### src/rtl/serial_sub.sv
// serial_sub: bit-serial subtractor computing D = A - B - Bin one bit per clock.
// The LSB goes first. Borrow-out and two's-complement overflow are produced with
// the result. D, Bout and V are registered and change only when an operation
// completes.
module serial_sub #(
   parameter int WIDTH = 8
) (
   input  logic             clk,
   input  logic             rst,
   input  logic             start,
   input  logic [WIDTH-1:0] A,
   input  logic [WIDTH-1:0] B,
   input  logic             Bin,
   output logic [WIDTH-1:0] D,
   output logic             Bout,
   output logic             V,
   output logic             busy,
   output logic             done
);

   localparam int CNT_W = (WIDTH > 1) ? $clog2(WIDTH) : 1;
   localparam logic [CNT_W-1:0] LAST_BIT = CNT_W'(WIDTH - 1);

   typedef enum logic [1:0] {
      IDLE  = 2'd0,
      SHIFT = 2'd1,
      DONE  = 2'd2
   } state_t;

   state_t            state_q, state_d;
   logic [WIDTH-1:0]  a_q, a_d;
   logic [WIDTH-1:0]  b_q, b_d;
   logic [WIDTH-1:0]  res_q, res_d;
   logic              brw_q, brw_d;
   logic [CNT_W-1:0]  cnt_q, cnt_d;
   logic [WIDTH-1:0]  d_q, d_d;
   logic              bout_q, bout_d;
   logic              v_q, v_d;

   // Single-bit full subtractor on the current operand LSBs
   logic bit_a, bit_b, diff_bit, brw_nxt;
   always_comb begin
      bit_a    = a_q[0];
      bit_b    = b_q[0];
      diff_bit = bit_a ^ bit_b ^ brw_q;
      brw_nxt  = (~bit_a & bit_b) | (~(bit_a ^ bit_b) & brw_q);
   end

   // Next-state and datapath control for the IDLE/SHIFT/DONE sequencer
   always_comb begin
      state_d = state_q;
      a_d     = a_q;
      b_d     = b_q;
      res_d   = res_q;
      brw_d   = brw_q;
      cnt_d   = cnt_q;
      d_d     = d_q;
      bout_d  = bout_q;
      v_d     = v_q;
      case (state_q)
         IDLE, DONE: begin
            // DONE accepts start the same way IDLE does, so operations can run back-to-back
            if (start) begin
               state_d = SHIFT;
               a_d     = A;
               b_d     = B;
               brw_d   = Bin;
               cnt_d   = '0;
            end else begin
               state_d = IDLE;
            end
         end
         SHIFT: begin
            a_d   = a_q >> 1;
            b_d   = b_q >> 1;
            res_d = {diff_bit, res_q[WIDTH-1:1]};
            brw_d = brw_nxt;
            cnt_d = cnt_q + CNT_W'(1);
            if (cnt_q == LAST_BIT) begin
               state_d = DONE;
               // On the last bit a_q[0]/b_q[0] are the original operand MSBs
               d_d     = {diff_bit, res_q[WIDTH-1:1]};
               bout_d  = brw_nxt;
               v_d     = (bit_a != bit_b) && (diff_bit != bit_a);
            end
         end
         default: state_d = IDLE;
      endcase
   end

   // State and datapath registers with synchronous reset
   always_ff @(posedge clk) begin
      if (rst) begin
         state_q <= IDLE;
         a_q     <= '0;
         b_q     <= '0;
         res_q   <= '0;
         brw_q   <= 1'b0;
         cnt_q   <= '0;
         d_q     <= '0;
         bout_q  <= 1'b0;
         v_q     <= 1'b0;
      end else begin
         state_q <= state_d;
         a_q     <= a_d;
         b_q     <= b_d;
         res_q   <= res_d;
         brw_q   <= brw_d;
         cnt_q   <= cnt_d;
         d_q     <= d_d;
         bout_q  <= bout_d;
         v_q     <= v_d;
      end
   end

   assign busy = (state_q == SHIFT);
   assign done = (state_q == DONE);
   assign D    = d_q;
   assign Bout = bout_q;
   assign V    = v_q;

endmodule
### config.mk
export PLATFORM = sky130hd
export DESIGN_NAME = serial_sub
export DESIGN_NICKNAME = d
export VERILOG_FILES = /design/src/rtl/serial_sub.sv
export SDC_FILE = /design/constraint.sdc
export NUM_CORES = 1
export LEC_CHECK = 0
export ABC_AREA = 1
export CORE_UTILIZATION = 40
export DETAILED_ROUTE_END_ITERATION = 8
export HOLD_SLACK_MARGIN = 0.03
export SLEW_MARGIN = 20
export SYNTH_ARGS = -nofsm -noshare
export SYNTH_HDL_FRONTEND = slang
export SYNTH_SLANG_ARGS = --single-unit
### constraint.sdc
create_clock -name clk -period 2.83 [get_ports clk]
set_input_delay 0.4245 -clock clk [delete_from_list [all_inputs] [get_ports clk]]
set_output_delay 0.4245 -clock clk [all_outputs]
set_load 0.05 [all_outputs]
## After elaboration in Yosys (flattened, before gate mapping)

Index checks and enable logic that the tools add are counted.
W data, S select, Z words.

| storage, ports and cells | value |
|---|---|
| register bits after elaboration | 40 |
| bits of input ports | 20 |
| output and inout port bits | 12 |

| cells by class | value |
|---|---|
| multiplexer cells | 11 |
| eq/ne operators | 7 |
| bitwise operators | 7 |
| reductions and logical operators | 6 |
| $add $sub $neg | 1 |

Operator list:

| operator | number |
|---|---|
| $pmux W8 S2 | 2 |
| $mux W8 | 2 |
| $pmux W3 S2 | 1 |
| $pmux W2 S2 | 1 |
| $reduce_and A2 Y1 | 2 |
| $add A3 B1 Y3 const B | 1 |
| $eq A3 B3 Y1 const B | 1 |
| $mux W3 | 1 |
| $and A1 B1 Y1 | 2 |
| $eq A2 B1 Y1 const B | 1 |
| $eq A2 B2 Y1 const B | 1 |
| $logic_not A2 Y1 | 1 |
| $mux W1 | 2 |
| $mux W2 | 1 |
| $ne A1 B1 Y1 | 2 |
| $ne A2 B1 Y1 const B | 1 |
| $ne A2 B2 Y1 const B | 1 |
| $not A1 Y1 | 2 |
| $pmux W1 S2 | 1 |
| $reduce_bool A2 Y1 | 1 |
| $reduce_or A2 Y1 | 1 |
| $xor A1 B1 Y1 | 2 |
| $logic_and A1 B1 Y1 | 1 |
| $or A1 B1 Y1 | 1 |

## Depth between registers and ports, before layout

Gate-level depths: netlist of the first run.

| logic depth | value |
|---|---|
| depth after elaboration | 5 |
| mapped depth | 8 |

## Worst setup path after synthesis of the first run

Ideal clock, no wire load.

| timing | value |
|---|---|
| path type | reg2out |
| start point | register state_q[1] |
| end point | output done |
| cell stages (with the launch flop) | 4 |
| data required time | 2.406 ns |
| data arrival time | 1.264 ns |
| path buffers | 1 |
| slack | 1.142 ns |
| cell sequence | dfxtp_1 inv_4 buf_6 nor2_1 |

| on the way | value |
|---|---|
| cells in the longest elaborated chain, start to end | 1 |

RTL lines:

| item | RTL line | RTL |
|---|---|---|
| start: declaration | 30 | `state_t state_q, state_d;` |
| start signal: assignment | 104 | `state_q <= state_d;` |
| $eq A2 B2 Y1 | 117 | `assign done = (state_q == DONE);` |
| end: declaration | 18 | `output logic done` |

Every way passes these cells.

## Final worst setup path of the first run

Same ends and word-level chain as after synthesis.

==> results of run 1 <==
Yosys cell counts, drive strengths merged:
master  number
ha           3
dfxtp       39
clkbuf       1
nand3       35
nor2        25
inv         42
nand3b       3
fa           1
nand2       57
nor3        15
a21oi       17
buf         13
o21ai       10
metal layers:
metal	GRT usage, %	routed length (µm)	up-vias
met2	26.6	1720	30
met5	0	0	-
met1	21.9	1930	690
li1	-	-	868
met3	4.47	164	2
met4	3.33	26	0
state kept, by name, summed over array words and instances, names as in the netlist:
signal and cells:
cnt_q 3, state_q 2, brw_q 1, D 8, V 1, a_q 8
b_q 8, res_q 7, Bout 1
final cells by class:
cell class,count,area [µm²],share of cell area (%)
inverter,42,163,7.32
clock inverter,3,15.0,0.675
sequential,39,781,35.1
tap,52,65.1,2.93
clock buffer,5,68.8,3.10
timing repair buffer,34,330,14.9
multi-input combinational,166,801,36.0
cell usage in the layout, fill, tap and decap left out, drive strengths merged:
cell,Yosys,layout
clkbuf,1,5
dfxtp,39,39
o21ai,10,10
clkdlybuf4s50,0,30
inv,42,42
nand3,35,35
ha,3,3
a21oi,17,17
fa,1,1
nor2,25,25
buf,13,4
nor3,15,15
nand2,57,57
clkinv,0,3
nand3b,3,3
logic make-up after synthesis:
kind of cell             synth area share, %
AO/OA/AOI/OAI                           7.23
adder cells (fa/ha/maj)                 3.08
AND/OR/NAND/NOR                         32.6
flip-flops                              41.8
buffers and inverters                   15.3
worst min-delay path, cell delays in order, from the launching register on:
cell	delay, ns
dfxtp_1	0.31
inv_1	0.06
a21oi_1	0.05
stage by stage:
step | cell area [µm²] | util, % | cells | setup slack, ns
global placement | 2140 | 48.5 | 333 | 0.968
floorplan | 1870 | - | 261 | 1.14
finish | 2220 | 50.4 | 341 | 0.657
global route | 2220 | 50.4 | 341 | 0.585
CTS | 2220 | 50.4 | 341 | 0.639
detailed placement | 2140 | 48.5 | 333 | 0.953
power groups by stage:
stage	logic (W)	registers, W	clock network, W
2_1_floorplan	0.000168	0.000611	0
3_3_place_gp	0.000209	0.000615	0
3_5_place_dp	0.000212	0.000616	0
4_1_cts	0.000213	0.000604	0.000375
5_1_grt	0.000243	0.000609	0.000402
6_report	0.000210	0.000604	0.000364
how the worst max path moves through the flow:
stage | start | endpoint | slack, ns | cells after the start
detailed placement | state_q[1]$_SDFFE_PP0P_ | done | 0.95 | 3
finish | state_q[1]$_SDFFE_PP0P_ | done | 0.66 | 3
CTS | state_q[1]$_SDFFE_PP0P_ | done | 0.64 | 3
floorplan | state_q[1]$_SDFFE_PP0P_ | done | 1.14 | 3
global placement | state_q[1]$_SDFFE_PP0P_ | done | 0.97 | 3
global route | state_q[1]$_SDFFE_PP0P_ | done | 0.59 | 3
==> results_dict.tcl, run 1 <==
set metrics [dict create \
    drv_slew 0 \
    dp_hpwl_um 2450 \
    num_io_pins 32 \
    whs_ns 0.466 \
    cp_cell_sequence "inv_4 > nor2_1 > clkdlybuf4s50_1" \
    r2r_end "D[4]$_SDFFE_PP0P_" \
    die_height_um 70.3 \
    drv_cap 0 \
    grt_max_degree 38 \
    cts_buffers 5 \
    worstHoldStart "res_q[5]$_SDFFE_PP0P_" \
    gp_congestion 0.739 \
    slowest_delay_ns 0.81 \
    cts_resized 0 \
    cts_tree "done" \
    critical_path.top_delay_family "buffers and inverters" \
    drtPass1Iterations 7 \
    syn_avg_cell_area_um2 7.16 \
    postCtsSetupRepairBufs 0 \
    rows 24 \
    crit_path_max_fanout 18 \
    wl_per_cell_um 11.3 \
    setup_violations 0 \
    synth_cells 261 \
    fin_nets 312 \
    routed_wl_um 3840 \
    worst_pin_slew_ns 0.508 \
    holdPathEnd "res_q[5]$_SDFFE_PP0P_" \
    h-tree-depth 2 \
    seqPwrFrac_pct 51.3 \
    drive_gt1_share_pct 6.92 \
    antenna_found_initial 0 \
    port_buffers 31 \
    crit_slowest_cell "clkdlybuf4s50_1" \
    clockBufferDepth 2 \
    rsz0062_at_grt "false" \
    num_vias 1590 \
    p_sw_w 0.000336 \
    path_class "reg2out" \
    yosysTopAreaCellShare_pct 41.8 \
    p_comb_share_pct 17.8 \
    min_period_ns 2.17 \
    core_area_um2 4410 \
    cts.sinks 39 \
    endpoint_kind "primary output" \
    layout-area-overhead-vs-synth_pct 19.0 \
    dieArea_um2 4950 \
    cp.required_ns 2.41 \
    startpoint_type "flip-flop" \
    ys_seq_area_share_pct 41.8 \
    r2r_cells 6 \
    drc 0 \
    antenna_left 0 \
    power.clock.fraction_pct 30.9 \
    fillCellCount 473 \
    hold_class "reg2reg" \
    reg2reg_from "cnt_q[0]$_SDFFE_PP0P_" \
    cp_data_arrival_time_ns 1.75 \
    min_path_cells 2 \
    status "finished clean" \
    grt_overflow_total 0 \
    synth_warnings 0 \
    power_w 0.00118 \
    clkTransAtPathRegs_ns 0.08 \
    slew_headroom_pct 66.0 \
    drt_iter0_drc 89 \
    power.density_nw_per_um2 530 \
    clockRootBuffer "clkbuf_8" \
    p_leak_nw 1.02 \
    max_freq_ghz 0.460 \
    reg2reg_slack_ns 1.32 \
    clock_latency_ns 0.28 \
    syn_area_um2 1870 \
    die_w_um 70.3 \
    synth_area_leader_cell "dfxtp_1" \
    syn_nets 285 \
    cp_num_buf_inv 2 \
    n_antenna_cell 0 \
    fin_setup_tns_ns 0 \
    via_per_inst 4.66 \
    hold_violations 0 \
    grt_pass1_vias 1434 \
    cts_hold_buf 0 \
    min_period_over_period_pct 76.8 \
    grt_usage_pct 16.4 \
    synth_area_leaders "dfxtp_1 42%, nand2_1 11%, nand3_1 9.1%" \
    p_int_w 0.000842 \
    finClkSkew_ns 0.00361 \
    start_util_pct 42.3 \
    synth.distinct_cells 20 \
    grt_first_pass_wirelength_um 6520 \
    peakVddDrop_mv 0.414 \
    p_sw_share_pct 28.5 \
    synth.ff_latch_count 39 \
]
Power figures use the tool's default switching activity.
==> run 2: changes to the inputs <==
clock period = 2.23 ns   (was 2.83 ns; I/O delays follow)
==> run 2 against run 1 <==
Compared with the run above: global-route usage is 0.68 points higher; sequential power grew 27%; core utilization is 0.94 points higher; clock power increased by 60%; critical endpoint unchanged.
==> results_dict.tcl, run 2 (synthesis gave the netlist of run 1 again) <==
set metrics [dict create \
    drt_iter0_drc 73 \
    antenna_found_initial 0 \
    core_area_um2 4410 \
    min_period_ns 2.08 \
    drv_slew 0 \
    cp_data_arrival_time_ns 1.74 \
    critical_path.top_delay_family "buffers and inverters" \
    worstHoldStart "D[5]$_SDFFE_PP0P_" \
    p_leak_nw 1.03 \
    grt_pass1_vias 1528 \
    dieArea_um2 4950 \
    peakVddDrop_mv 0.365 \
    fin_setup_tns_ns 0 \
    clock_latency_ns 0.29 \
    num_vias 1612 \
    clkTransAtPathRegs_ns 0.08 \
    holdPathEnd "D[5]$_SDFFE_PP0P_" \
    layout_common_cells "55 x nand2_1, 39 x dfxtp_1, 38 x inv_1" \
    reg2reg_slack_ns 0.69 \
    min_path_cells 2 \
    reg2reg_from "cnt_q[0]$_SDFFE_PP0P_" \
    setup_violations 0 \
    cp_cell_sequence "inv_4 > nor2_1 > clkdlybuf4s50_1" \
    slowest_delay_ns 0.80 \
    die_height_um 70.3 \
    n_antenna_cell 0 \
    grt_overflow_total 0 \
    grt_first_pass_wirelength_um 6730 \
    power.density_nw_per_um2 715 \
    r2r_end "D[2]$_SDFFE_PP0P_" \
    hold_class "reg2reg" \
    rsz0062_at_grt "false" \
    postCtsSetupRepairBufs 0 \
    layout-area-overhead-vs-synth_pct 21.2 \
    r2r_cells 6 \
    final_common_cell "nand2_1" \
    cts_buffers 5 \
    grt_usage_pct 17.1 \
    slew_headroom_pct 66.8 \
    drtPass1Iterations 4 \
    dp_hpwl_um 2420 \
    path_class "reg2out" \
    fin_nets 312 \
    drc 0 \
    routed_wl_um 3790 \
    clockBufferDepth 2 \
    max_freq_ghz 0.481 \
    crit_path_max_fanout 18 \
    status "finished clean" \
    rows 24 \
    setup_ws_ns 0.152 \
    min_period_over_period_pct 93.2 \
    cts_hold_buf 0 \
    antenna_left 0 \
    finClkSkew_ns 0.00463 \
    port_buffers 31 \
    wl_per_cell_um 11.1 \
    start_util_pct 42.3 \
    cts.sinks 39 \
    drv_cap 0 \
    grt_max_degree 38 \
    endpoint_kind "primary output" \
    startpoint_type "flip-flop" \
    place_ws_ns 0.459 \
    num_io_pins 32 \
    cts_tree "done" \
    cp.required_ns 1.90 \
    cp_num_buf_inv 2 \
    clockRootBuffer "clkbuf_8" \
    h-tree-depth 2 \
    die_w_um 70.3 \
    drive_gt1_share_pct 6.92 \
    crit_slowest_cell "clkdlybuf4s50_1" \
    worst_pin_slew_ns 0.497 \
    cts_resized 0 \
    via_per_inst 4.73 \
    hold_violations 0 \
    gp_congestion 0.723 \
]
## run 2: cell count changes in the layout (fill, tap and decap cells not counted)
cell	change
buf_4	-1
buf_12	+1
clkinv_4	+1
bufinv_16	+1
clkinv_2	-2
## run 2: metal layers
metal  wire [µm]  vias to the layer above  part of all wire, %  global-route usage, %
met1        1910                      713                   50                   21.8
met2        1670                       30                   44                   27.6
met5           0                        -                    0                      0
met4          52                        0                  1.4                   6.67
li1            -                      864                    -                      -
met3         158                        5                  4.2                   4.33
## run 2: worst max path at each step
stage	startpoint	endpoint	slack, ns	depth (start not counted)
6_report	state_q[1]$_SDFFE_PP0P_	done	0.15	3
4_1_cts	state_q[1]$_SDFFE_PP0P_	done	0.13	3
3_5_place_dp	state_q[1]$_SDFFE_PP0P_	done	0.46	3
2_1_floorplan	state_q[1]$_SDFFE_PP0P_	done	0.63	3
3_3_place_gp	state_q[1]$_SDFFE_PP0P_	done	0.46	3
5_1_grt	state_q[1]$_SDFFE_PP0P_	done	0.08	3
## run 2: final cells by class
cell class,instances,area (µm²)
well taps,52,65.1
multi-input cells,166,801
inverters,42,163
clock inverters,3,43.8
flip-flops and latches,39,781
clock buffers,5,68.8
fillers,461,2150
repair buffers,34,343
## run 2: worst register-to-register path, delay by kind of cell, from the launching register on
family / cells / cell delay, ns
adders and majority gates: 2 / 0.35
DFF: 1 / 0.36
and+or+nand+nor: 2 / 0.36
AOI/OAI and AO/OA: 1 / 0.18
buffers and inverters: 1 / 0.23
## run 2: metrics by stage
step / instance area [µm²] / instances / hold WS [ns] / util (%) / power, W
after floorplan: 1870 / 261 / 0.404 / - / 0.000988
after global placement: 2150 / 333 / 0.453 / 48.8 / 0.00105
after detailed placement: 2150 / 333 / 0.452 / 48.8 / 0.00105
after CTS: 2260 / 341 / 0.468 / 51.3 / 0.00165
after global routing: 2260 / 341 / 0.491 / 51.3 / 0.00172
final: 2260 / 341 / 0.467 / 51.3 / 0.00162
## run 2: where the power goes
group / switching [W] / leakage (nW) / internal, W / total [W]
clock network: 0.000251 / 0.0581 / 0.000333 / 0.000584
registers: 0.0000211 / 0.320 / 0.000744 / 0.000765
logic: 0.000157 / 0.656 / 0.000114 / 0.000272
total: 0.000429 / 1.03 / 0.00119 / 0.00162
